File: src/rtl/ft_pkg.sv
// Shared constants for the FT601 transmit path: packet header fields and
// scheduler state encoding.
package ft_pkg;

  localparam logic [7:0] HDR_SYNC  = 8'hA5;
  localparam logic [3:0] TYPE_SAMP = 4'h1;
  localparam logic [3:0] TYPE_EVT  = 4'h2;

  localparam logic [1:0] ST_IDLE = 2'd0;
  localparam logic [1:0] ST_HDR  = 2'd1;
  localparam logic [1:0] ST_SAMP = 2'd2;
  localparam logic [1:0] ST_EVT  = 2'd3;

  localparam logic GRANT_SAMP = 1'b0;
  localparam logic GRANT_EVT  = 1'b1;

  // Header word: sync byte, packet type, sequence number, payload length.
  function automatic logic [31:0] make_hdr(input logic [3:0] typ,
                                           input logic [3:0] seq,
                                           input logic [15:0] len);
    return {HDR_SYNC, typ, seq, len};
  endfunction

endpackage

File: src/rtl/ft_tx_sched_if.sv
// Scheduler bus bundle: sample FIFO read side, event channel and the
// word stream towards the FT601 bus FSM.
interface ft_tx_sched_if #(
  parameter int unsigned DATA_LEN = 32,
  parameter int unsigned ADDR_LEN = 10
);
  logic [ADDR_LEN:0]   s_level;
  logic                s_empty;
  logic [DATA_LEN-1:0] s_data;
  logic                s_pop;
  logic                ev_valid;
  logic [DATA_LEN-1:0] ev_data;
  logic                ev_ready;
  logic                m_valid;
  logic [DATA_LEN-1:0] m_data;
  logic                m_last;
  logic                m_ready;

  modport master (
    input  s_level, s_empty, s_data, ev_valid, ev_data, m_ready,
    output s_pop, ev_ready, m_valid, m_data, m_last
  );

  modport slave (
    output s_level, s_empty, s_data, ev_valid, ev_data, m_ready,
    input  s_pop, ev_ready, m_valid, m_data, m_last
  );
endinterface

File: src/rtl/ft_tx_sched.sv
// FT601 transmit scheduler: round-robin between sample FIFO bursts and single
// event words, each wrapped in a packet with a header word.
module ft_tx_sched
  import ft_pkg::*;
#(
  parameter int unsigned DATA_LEN  = 32,
  parameter int unsigned BURST_LEN = 256,
  parameter int unsigned ADDR_LEN  = 10
) (
  input  logic             clk,
  input  logic             rst,
  ft_tx_sched_if.master    bus,
  output logic             busy
);

  localparam int unsigned LVL_W = ADDR_LEN + 1;
  localparam int unsigned LEN_W = 16;
  localparam int unsigned CMP_W = (LVL_W > LEN_W) ? LVL_W : LEN_W;

  logic [1:0]       state;
  logic [1:0]       state_nxt;
  logic [3:0]       typ;
  logic [3:0]       seq;
  logic [LEN_W-1:0] len;
  logic [LEN_W-1:0] cnt;
  logic             last_grant;

  logic             samp_req;
  logic             evt_req;
  logic             grant_samp;
  logic             grant_evt;
  logic             samp_xfer;
  logic             evt_xfer;
  logic             last_xfer;
  logic [CMP_W-1:0] level_ext;
  logic [CMP_W-1:0] burst_ext;
  logic [LEN_W-1:0] samp_len;

  assign samp_req  = (bus.s_level != '0);
  assign evt_req   = bus.ev_valid;
  assign level_ext = CMP_W'(bus.s_level);
  assign burst_ext = CMP_W'(BURST_LEN);
  assign samp_len  = (level_ext < burst_ext) ? LEN_W'(level_ext) : LEN_W'(burst_ext);

  assign samp_xfer = (state == ST_SAMP) && !bus.s_empty && bus.m_ready;
  assign evt_xfer  = (state == ST_EVT) && bus.m_ready;
  assign last_xfer = (samp_xfer && (cnt == LEN_W'(1))) || evt_xfer;

  assign busy = (state != ST_IDLE);

  // State register.
  always_ff @(posedge clk) begin
    if (rst) state <= ST_IDLE;
    else     state <= state_nxt;
  end

  // Next state, arbitration and output decode.
  always_comb begin
    state_nxt    = state;
    grant_samp   = 1'b0;
    grant_evt    = 1'b0;
    bus.m_valid  = 1'b0;
    bus.m_data   = '0;
    bus.m_last   = 1'b0;
    bus.s_pop    = 1'b0;
    bus.ev_ready = 1'b0;
    case (state)
      ST_IDLE: begin
        // On a tie the requester not served last wins.
        if (evt_req && (!samp_req || (last_grant == GRANT_SAMP))) begin
          grant_evt = 1'b1;
          state_nxt = ST_HDR;
        end else if (samp_req) begin
          grant_samp = 1'b1;
          state_nxt  = ST_HDR;
        end
      end
      ST_HDR: begin
        bus.m_valid = 1'b1;
        bus.m_data  = DATA_LEN'(make_hdr(typ, seq, len));
        if (bus.m_ready) state_nxt = (typ == TYPE_SAMP) ? ST_SAMP : ST_EVT;
      end
      ST_SAMP: begin
        bus.m_valid = !bus.s_empty;
        bus.m_data  = bus.s_data;
        bus.m_last  = (cnt == LEN_W'(1));
        bus.s_pop   = samp_xfer;
        if (samp_xfer && (cnt == LEN_W'(1))) state_nxt = ST_IDLE;
      end
      ST_EVT: begin
        bus.m_valid  = 1'b1;
        bus.m_data   = bus.ev_data;
        bus.m_last   = 1'b1;
        bus.ev_ready = evt_xfer;
        if (evt_xfer) state_nxt = ST_IDLE;
      end
      default: state_nxt = ST_IDLE;
    endcase
  end

  // Packet context latched at grant; word counter and sequence number.
  always_ff @(posedge clk) begin
    if (rst) begin
      typ        <= 4'h0;
      len        <= '0;
      cnt        <= '0;
      seq        <= 4'h0;
      last_grant <= GRANT_SAMP;
    end else begin
      if (grant_evt) begin
        typ        <= TYPE_EVT;
        len        <= LEN_W'(1);
        cnt        <= LEN_W'(1);
        last_grant <= GRANT_EVT;
      end else if (grant_samp) begin
        typ        <= TYPE_SAMP;
        len        <= samp_len;
        cnt        <= samp_len;
        last_grant <= GRANT_SAMP;
      end else if (samp_xfer) begin
        cnt <= cnt - LEN_W'(1);
      end
      if (last_xfer) seq <= seq + 4'h1;
    end
  end

endmodule

File: src/flat_wrapper.sv
// flat-port wrapper written by rule: the top's interface ports become plain ports
module ft_tx_sched_flat import ft_pkg::*;
#(
  parameter int unsigned DATA_LEN  = 32,
  parameter int unsigned BURST_LEN = 256,
  parameter int unsigned ADDR_LEN  = 10
)
  (clk, rst, busy, bus_s_level, bus_s_empty, bus_s_data, bus_ev_valid, bus_ev_data, bus_m_ready, bus_s_pop, bus_ev_ready, bus_m_valid, bus_m_data, bus_m_last);
  ft_tx_sched_if #(.DATA_LEN(DATA_LEN), .ADDR_LEN(ADDR_LEN)) bus_i ();
  input  logic clk;
  input  logic rst;
  output logic busy;
  input wire logic [$bits(bus_i.s_level)-1:0] bus_s_level;
  input wire logic [$bits(bus_i.s_empty)-1:0] bus_s_empty;
  input wire logic [$bits(bus_i.s_data)-1:0] bus_s_data;
  input wire logic [$bits(bus_i.ev_valid)-1:0] bus_ev_valid;
  input wire logic [$bits(bus_i.ev_data)-1:0] bus_ev_data;
  input wire logic [$bits(bus_i.m_ready)-1:0] bus_m_ready;
  output wire logic [$bits(bus_i.s_pop)-1:0] bus_s_pop;
  output wire logic [$bits(bus_i.ev_ready)-1:0] bus_ev_ready;
  output wire logic [$bits(bus_i.m_valid)-1:0] bus_m_valid;
  output wire logic [$bits(bus_i.m_data)-1:0] bus_m_data;
  output wire logic [$bits(bus_i.m_last)-1:0] bus_m_last;
  assign bus_i.s_level = bus_s_level;
  assign bus_i.s_empty = bus_s_empty;
  assign bus_i.s_data = bus_s_data;
  assign bus_i.ev_valid = bus_ev_valid;
  assign bus_i.ev_data = bus_ev_data;
  assign bus_i.m_ready = bus_m_ready;
  assign bus_s_pop = bus_i.s_pop;
  assign bus_ev_ready = bus_i.ev_ready;
  assign bus_m_valid = bus_i.m_valid;
  assign bus_m_data = bus_i.m_data;
  assign bus_m_last = bus_i.m_last;
  ft_tx_sched #(.DATA_LEN(DATA_LEN), .BURST_LEN(BURST_LEN), .ADDR_LEN(ADDR_LEN)) u_core (.clk(clk), .rst(rst), .bus(bus_i), .busy(busy));
endmodule
File: config.mk
export PLATFORM = sky130hd
export DESIGN_NAME = ft_tx_sched_flat
export DESIGN_NICKNAME = d
export VERILOG_FILES = /design/src/rtl/ft_pkg.sv /design/src/rtl/ft_tx_sched_if.sv /design/src/rtl/ft_tx_sched.sv /design/src/flat_wrapper.sv
export SDC_FILE = /design/constraint.sdc
export NUM_CORES = 1
export LEC_CHECK = 0
export ABC_AREA = 1
export CORE_MARGIN = 2
export CORE_UTILIZATION = 29
export DETAILED_ROUTE_END_ITERATION = 8
export PLACE_DENSITY = 0.66
export SLEW_MARGIN = 20
export SYNTH_ARGS = -nofsm -noshare
export SYNTH_HDL_FRONTEND = slang
export SYNTH_SLANG_ARGS = --single-unit
File: constraint.sdc
create_clock -name clk -period 1.5 [get_ports clk]
set_input_delay 0.375 -clock clk [delete_from_list [all_inputs] [get_ports clk]]
set_output_delay 0.375 -clock clk [all_outputs]
set_load 0.02 [all_outputs]
## Word level (Yosys, flattened, before mapping)

Cells that the tools add are included.

| storage, ports and cells | value |
|---|---|
| register bits | 36 |
| input port bits | 80 |
| output and inout port bits | 37 |
| word-level logic and storage cells | 67 |

| operators by class | value |
|---|---|
| add/subtract/negate cells | 2 |
| order comparisons | 1 |
| equality and inequality tests | 9 |
| mux-type cells | 27 |
| bitwise logic cells | 1 |
| reduce and logical (&&, ||, !) cells | 18 |

Operator list:

| cell | number |
|---|---|
| $pmux W32 S3 | 1 |
| $mux W16 | 2 |
| $eq A16 B1 Y1 const B | 1 |
| $sub A16 B1 Y16 const B | 1 |
| $mux W2 | 7 |
| $mux W1 | 13 |
| $lt A11 B9 Y1 const B | 1 |
| $mux W11 | 1 |
| $reduce_bool A11 Y1 | 1 |
| $pmux W2 S4 | 1 |
| $reduce_bool A2 Y1 | 3 |
| $logic_and A1 B1 Y1 | 5 |
| $add A4 B1 Y4 const B | 1 |
| $eq A2 B1 Y1 const B | 2 |
| $eq A2 B2 Y1 const B | 2 |
| $ne A2 B2 Y1 const B | 2 |
| $pmux W1 S2 | 2 |
| $reduce_and A4 Y1 | 1 |
| $reduce_or A2 Y1 | 2 |
| $ne A3 B1 Y1 const B | 1 |
| $reduce_bool A3 Y1 | 1 |
| $logic_not A1 Y1 | 2 |
| $logic_not A2 Y1 | 1 |
| $logic_or A1 B1 Y1 | 2 |
| other kinds (2) | 2 |

## Longest topological paths before layout

Gate-level depths: netlist of run 1.

| depth | value |
|---|---|
| word-level depth | 8 |
| mapped depth | 11 |
| mapped depth without buffers | 11 |

## Least setup slack after synthesis of run 1

Ideal clock, no wire load.

| timing | value |
|---|---|
| path type | register -> output |
| start point | reg u_core.state[0] |
| end point | out bus_m_data[10] |
| data arrival time | 1.360 ns |
| setup slack | -0.235 ns |
| cell stages (with the launch flop) | 6 |
| buffers on the path | 1 |
| cell sequence | dfxtp_1 -> inv_1 -> nor2_1 -> inv_1 -> clkbuf_1 -> o211ai_1 |

| between the ends | value |
|---|---|
| cells in the longest elaborated chain, start to end | 2 |
| elaborated cells on any way between the ends | 4 |

Ends and longest elaborated chain:

| element | line | RTL |
|---|---|---|
| start, declared | ft_tx_sched.sv:20 | `logic [1:0] state;` |
| start signal, assigned | ft_tx_sched.sv:54 | `else state <= state_nxt;` |
| $eq A2 B2 Y1 or $eq A2 B1 Y1 (tied branches) | ft_tx_sched.sv:67 | `case (state)` |
| $pmux W32 S3 (*) | ft_tx_sched.sv:67 |  |
| end, declared | flat_wrapper.sv:22 | `output wire logic [$bits(bus_i.m_data)-1:0] bus_m_data;` |

Mark *: on every way between the ends. The rest lies on a longest branch, timed or not.

## Final worst setup path of run 1

| timing | value |
|---|---|
| start point | reg u_core.state[1] |
| end point | out bus_m_data[24] |

Same word-level chain as after synthesis.

==> metrics, run 1 <==
layout cell share with drive strength beyond 1=0.423; Netlist Area Pre-Place=about 2400 µm²; Initial Util=0.297; achievable frequency=0.546 GHz; largest net degree at the start of global routing=16; failing checks=negative setup slack; CTS tree=yes; CP max stage cell=dfxtp_4; Power Density=about 1000 nW/µm²; Tcrit/Tclk final=1.22; Post-Layout Cell Count=691; largest family of logic cells by synthesized area=simple AND/OR/NAND/NOR gates; status=complete, but fails checks; DRC=0; CP cell instances=nand2_2, inv_4, buf_6, a221o_1, buf_6; Cell Rows=33; Max VDD drop=between 400 and 500 µV; clock tree buffer depth=2; ANT nets after route=0; Lkg Pwr=around 2.3 nW; Yosys warnings=0; final setup margin=-0.330 ns; WP data arrival=around 1.5 ns; initial antenna violation count=0; vias=roughly 3400; Final min period=approximately 1.8 ns; adder-cell share of the synthesized area=0.0156; IO buf count=about 120; net count reported at finish=roughly 670; Worst slew margin=0.783; Worst setup EP type=primary output; vias in the first global route=between 3000 and 4000; final hold violation count=0; Area Overhead vs Synth=110%; Vias/cell=4.86; gpl congestion=about 0.9; post-synthesis mux area share=0; Num Clock Sinks=35; Seq/Total Area, Yosys=0.290; CP most frequent cell=buf_6; first-pass GRT wire length=14.9 mm; IO Pins=roughly 120; unrepaired setup endpoints after global routing=true; Clock Pin Slew Worst Setup and Hold Paths=~0.08 ns; Worst Skew=around 0.010 ns; WS Path Type=flip-flop to primary output; highest cell delay on the worst timing path=0.38 ns; Die Wd=about 95 µm; worst hold slack=0.447 ns; DR iter-0 viols=approximately 180; CP Max Fanout=6; gr ovfl total=0; compound-cell area share of the yosys netlist=0.181; CTS root buffer=clkbuf_8; Yosys reg bits=35; Final Setup Violations=roughly 70; Top FF cell, synth=dfxtp_1; r2r setup slk=-0.29 ns; simple-gate portion of the synthesized area=0.378; max-slew violation count=0; Mean Syn Cell Area=roughly 6.5 µm²; ant diodes=0; placed insts=approximately 650; Syn Nets=454; Total Wirelength=around 10 mm; DIE AREA=roughly 9000 µm²; Worst Hold Class=flip-flop to flip-flop; Worst Tran Pin Value=between 0.3 and 0.4 ns; worst skew pair latency=around 0.30 ns; Yosys cell types=34; core area=between 8000 and 9000 µm²; Data required, critical path=~1.1 ns; CTS buffer count=5; XOR/XNOR Fraction of Synth Area=0.0290; post-detail-place hpwl=6.85 mm; Max Cap Viol=0; die height=between 90 and 100 µm; CTS H-tree depth=2; gr usage total=0.212; DR pass1 iterations=4; fraction of registers with async set or reset after synthesis=0; final total power=0.00508 W; Synth Instances=about 370; number of flops mapped to enable cells by yosys=0; Worst setup SP type=flip-flop; mean routed wirelength per cell=approximately 15 µm
[metrics by stage]
stage	worst slack [ns]	util	setup TNS, ns	area, µm²
finish	-0.330	0.623	-12.67	5070
global route	-0.351	0.623	-16.25	5070
floorplan	-0.0322	-	-0.200	2450
global placement	-0.719	0.515	-32.39	4190
detailed placement	-0.732	0.515	-33.19	4190
CTS	-0.296	0.590	-11.66	4800
[Yosys cell counts (2+ instances only)]
cell type,instances,area share
a21oi_1,10,0.021
a221o_1,4,0.017
a22o_1,11,0.040
buf_1,2,0.0031
buf_6,3,0.014
clkbuf_1,7,0.011
dfxtp_1,35,0.29
ha_1,3,0.016
inv_1,43,0.067
inv_2,4,0.0062
nand2_1,99,0.15
nand2_2,3,0.0078
nand2_4,4,0.019
nand3_1,22,0.046
nand4_1,2,0.0052
nor2_1,54,0.084
nor2_2,3,0.0078
nor3_2,3,0.012
o2111ai_1,3,0.011
o211ai_1,11,0.034
o21ai_0,17,0.035
o21ai_1,7,0.015
or2_0,2,0.0052
or2_2,3,0.0078
xnor2_1,2,0.0073
xor2_1,6,0.022
[where the power goes]
group	switching, W	internal, W
combinational	0.00165	0.00162
clock	0.000357	0.000326
sequential	0.0000902	0.00103
[state kept, by name (all words and copies together), names as in the netlist]
name          count
u_core.cnt       16
u_core.typ        2
u_core.seq        4
u_core.state      2
u_core.len       11
[area by class of cell]
| cell class | instances | area (µm²) |
|---|---|---|
| Timing Repair inverter | 1 | 6.26 |
| Fill cell | 665 | 3060 |
| Sequential cell | 35 | 711 |
| Clock inverter | 1 | 5.00 |
| Clock buffer | 7 | 76.3 |
| Inverter | 47 | 204 |
| Timing Repair Buffer | 218 | 2080 |
| Tap cell | 105 | 131 |
| Multi-Input combinational cell | 277 | 1860 |
[cells by family after synthesis]
family                     Yosys count
and+or+nand+nor                    200
AOI/OAI and AO/OA                   64
adders and majority gates            3
buffers and inverters               61
xor gates and xnor gates             8
DFF                                 35
[path summary, 6_finish.rpt]
| kind | depth (start not counted) | start | endpoint |
|---|---|---|---|
| max | 5 | u_core.state[1]$_SDFFE_PP0P_ | bus_m_data[24] |
| min | 2 | u_core.len[10]$_SDFFE_PP0P_ | u_core.len[10]$_SDFFE_PP0P_ |
| max reg2reg | 12 | u_core.state[1]$_SDFFE_PP0P_ | u_core.cnt[3]$_SDFFE_PP0P_ |
| min reg2reg | 2 | u_core.len[10]$_SDFFE_PP0P_ | u_core.len[10]$_SDFFE_PP0P_ |
[worst max-delay path, delay by kind of cell, from the launching register on]
| kind | cells | cell delay (ns) |
|---|---|---|
| buffers and inverters | 3 | 0.32 |
| AND/OR/NAND/NOR | 1 | 0.11 |
| AO/OA/AOI/OAI | 1 | 0.33 |
| flip-flops | 1 | 0.38 |
[cells in the final DEF (no fill, tap or decap), types with 4 or more instances in the layout]
master / netlist / final
nand3_2: 0 / 7
clkdlybuf4s50_1: 0 / 66
o21ai_2: 0 / 7
o21ai_1: 7 / 8
inv_1: 43 / 34
o211ai_1: 11 / 11
nor2_4: 1 / 12
o21ai_0: 17 / 8
clkdlybuf4s15_1: 0 / 5
nor2_2: 3 / 8
a22o_1: 11 / 11
nand2_1: 99 / 80
nand2_4: 4 / 7
inv_4: 0 / 5
nand2_8: 0 / 6
inv_2: 4 / 7
buf_12: 0 / 4
clkbuf_2: 0 / 4
dfxtp_1: 35 / 31
nand2_2: 3 / 15
clkbuf_8: 0 / 5
xor2_1: 6 / 6
nor2_1: 54 / 38
a221o_1: 4 / 4
dlygate4sd2_1: 0 / 4
buf_4: 1 / 84
buf_6: 3 / 47
nor3_4: 1 / 4
nand3_1: 22 / 13
a21oi_1: 10 / 7
[timing repair]
item	in CTS	in global routing
pin swaps	37	30
buffers inserted	23	13
hold buffers	0	0
gates resized for setup	310	84
endpoints found under the setup margin	68	72
gates cloned	6	0
[layer usage]
| metal | global-route usage | vias to the layer above | wire (µm) |
|---|---|---|---|
| met5 | 0 | - | 0 |
| met1 | 0.219 | 1577 | 3770 |
| met2 | 0.418 | 118 | 5350 |
| met4 | 0.0580 | 0 | 420 |
| met3 | 0.0514 | 33 | 823 |
| li1 | - | 1629 | - |
(Power assumes the default switching activity.)
==> run 2: changes to the inputs <==
==> constraint.sdc (replaced) <==
create_clock -name clk -period 1.5 [get_ports clk]
set_input_delay 0.375 -clock clk [delete_from_list [all_inputs] [get_ports clk]]
set_output_delay 0.375 -clock clk [all_outputs]
set_load 0.005 [all_outputs]
==> metrics, run 2 (synthesis gave the netlist of run 1 again) <==
Power Density=1010 nW/µm² (was 1000 nW/µm²); IO Pins=117 (unchanged); Worst setup EP type=primary output (unchanged); Clock Pin Slew Worst Setup and Hold Paths=0.07 ns (was 0.08 ns); net count reported at finish=666 (was 668); Worst setup SP type=flip-flop (unchanged); gpl congestion=0.919 (was 0.907); Final min period=1.96 ns (was 1.83 ns); flip-flop count of the largest register after layout=16 (unchanged); Cell Rows=33 (unchanged); initial antenna violation count=1 (was 0); ANT nets after route=0 (unchanged); Worst Hold Class=flip-flop to flip-flop (unchanged); CTS root buffer=clkbuf_8 (unchanged); Worst slew margin=0.731 (was 0.783); highest cell delay on the worst timing path=0.37 ns (was 0.38 ns); Worst Skew=0.00532 ns (was 0.0103 ns); most common cell after layout, fill and taps aside=clkdlybuf4s50_1 (was buf_4); Initial Util=0.297 (unchanged); worst skew pair latency=0.29 ns (was 0.30 ns); setup_tns=-19.59 ns (was -12.67 ns); post-route cell area=5130 µm² (was 5070 µm²); status=complete, but fails checks (unchanged); DR iter-0 viols=154 (was 175); final total power=0.00517 W (was 0.00508 W); gr ovfl total=0 (unchanged); post-detail-place hpwl=6.60 mm (was 6.85 mm); Hold Path Depth=2 (unchanged); layout cell share with drive strength beyond 1=0.456 (was 0.423); CP max stage cell=dfxtp_4 (unchanged); CP Max Fanout=4 (was 6); max-slew violation count=0 (unchanged); CP cell instances=buf_12, nor2_8, buf_6, buf_6, buf_6, a221o_1, buf_2 (was nand2_2, inv_4, buf_6, a221o_1, buf_6); Worst Tran Pin Value=0.402 ns (was 0.326 ns); vias in the first global route=3244 (was 3195); Area after DPL=4140 µm² (was 4190 µm²); final hold violation count=0 (unchanged); top flop regs=u_core.cnt x16, u_core.len x11, u_core.seq x4 (unchanged); Max Cap Viol=0 (unchanged); CTS Hold Bufs=0 (unchanged); Vias/cell=4.87 (was 4.86); WP data arrival=1.58 ns (was 1.46 ns); Num Clock Sinks=35 (unchanged); Data required, critical path=1.12 ns (about the same); Reg2Reg Depth=11 (was 12); Area Overhead vs Synth=113% (was 110%); CTS tree=yes (unchanged); first-pass GRT wire length=15.1 mm (was 14.9 mm); most frequent cells in the layout=69 x clkdlybuf4s50_1, 62 x nand2_1, 62 x buf_4 (was 84 x buf_4, 80 x nand2_1, 66 x clkdlybuf4s50_1); Die Wd=95.2 µm (unchanged); mean routed wirelength per cell=15.6 µm (was 15.0 µm); core area=8130 µm² (unchanged); CTS H-tree depth=2 (unchanged); CTS buffer count=5 (unchanged); achievable frequency=0.510 GHz (was 0.546 GHz); Max VDD drop=505 µV (was 454 µV); WS Path Type=flip-flop to primary output (unchanged); final setup margin=-0.459 ns (was -0.330 ns); IO buf count=116 (unchanged); failing checks=negative setup slack (unchanged); DR pass1 iterations=5 (was 4); unrepaired setup endpoints after global routing=true (unchanged); die height=95.2 µm (unchanged); gr usage total=0.213 (was 0.212); Final Setup Violations=72 (was 71); # fillers=684 (was 665); largest net degree at the start of global routing=11 (was 16); clock tree buffer depth=2 (unchanged); Biggest register=u_core.cnt (unchanged); CP most frequent cell=buf_6 (unchanged); vias=3358 (was 3357); Total Wirelength=10.7 mm (was 10.4 mm); Lkg Pwr=2.42 nW (was 2.31 nW); Tcrit/Tclk final=1.31 (was 1.22); DRC=0 (unchanged); DIE AREA=9070 µm² (unchanged)
==> run 2: stage by stage <==
step	hold WS [ns]	cells	worst slack, ns	utilization
3_3_place_gp	0.430	642	-0.594	0.508
4_1_cts	0.440	686	-0.481	0.596
2_1_floorplan	0.416	371	-0.00770	-
3_5_place_dp	0.435	642	-0.604	0.508
5_1_grt	0.462	689	-0.491	0.631
6_report	0.442	689	-0.459	0.631
==> run 2: final timing paths <==
check | to | slack [ns] | from
max | bus_m_data[26] | -0.46 | u_core.state[0]$_SDFFE_PP0P_
min | u_core.len[9]$_SDFFE_PP0P_ | 0.44 | u_core.len[9]$_SDFFE_PP0P_
max reg2reg | u_core.cnt[7]$_SDFFE_PP0P_ | -0.31 | u_core.state[0]$_SDFFE_PP0P_
min reg2reg | u_core.len[9]$_SDFFE_PP0P_ | 0.44 | u_core.len[9]$_SDFFE_PP0P_
==> run 2: critical path, delay by kind of cell (launching register included) <==
| kind | cells | cell delay [ns] |
|---|---|---|
| compound gates | 1 | 0.29 |
| simple gates | 1 | 0.04 |
| flops | 1 | 0.37 |
| buf+inv | 5 | 0.58 |
==> run 2: area by class of cell <==
type,instances,area [µm²],share of cell area
antenna,1,2.50,0.000488
clock buffer,6,72.6,0.0141
clock inverter,1,30.0,0.00585
inverter,47,196,0.0383
multi-input combinational,277,1960,0.382
sequential,35,708,0.138
tap,105,131,0.0256
timing repair buffer,216,2020,0.394
timing repair inverter,1,11.3,0.00219
==> run 2: routing by layer <==
metal | global-route usage | up-vias | part of all wire
met5 | 0 | - | 0
met4 | 0.103 | 0 | 0.035
met3 | 0.0553 | 33 | 0.076
met2 | 0.391 | 130 | 0.53
met1 | 0.226 | 1568 | 0.35
li1 | - | 1627 | -
==> run 2: power breakdown <==
part / internal [W] / total (W) / leakage (nW) / switching [W]
clock: 0.000487 / 0.000812 / 0.0513 / 0.000325
combinational: 0.00164 / 0.00326 / 2.09 / 0.00162
sequential: 0.00103 / 0.00110 / 0.286 / 0.0000673
total: 0.00316 / 0.00517 / 2.42 / 0.00201
==> run 2: what timing repair did <==
| action | 4_1_cts | 5_1_grt |
|---|---|---|
| gates cloned | 9 | 0 |
| gates resized for setup | 256 | 96 |
| buffers inserted | 30 | 12 |
| endpoints found under the setup margin | 72 | 72 |
| pin swaps | 39 | 56 |
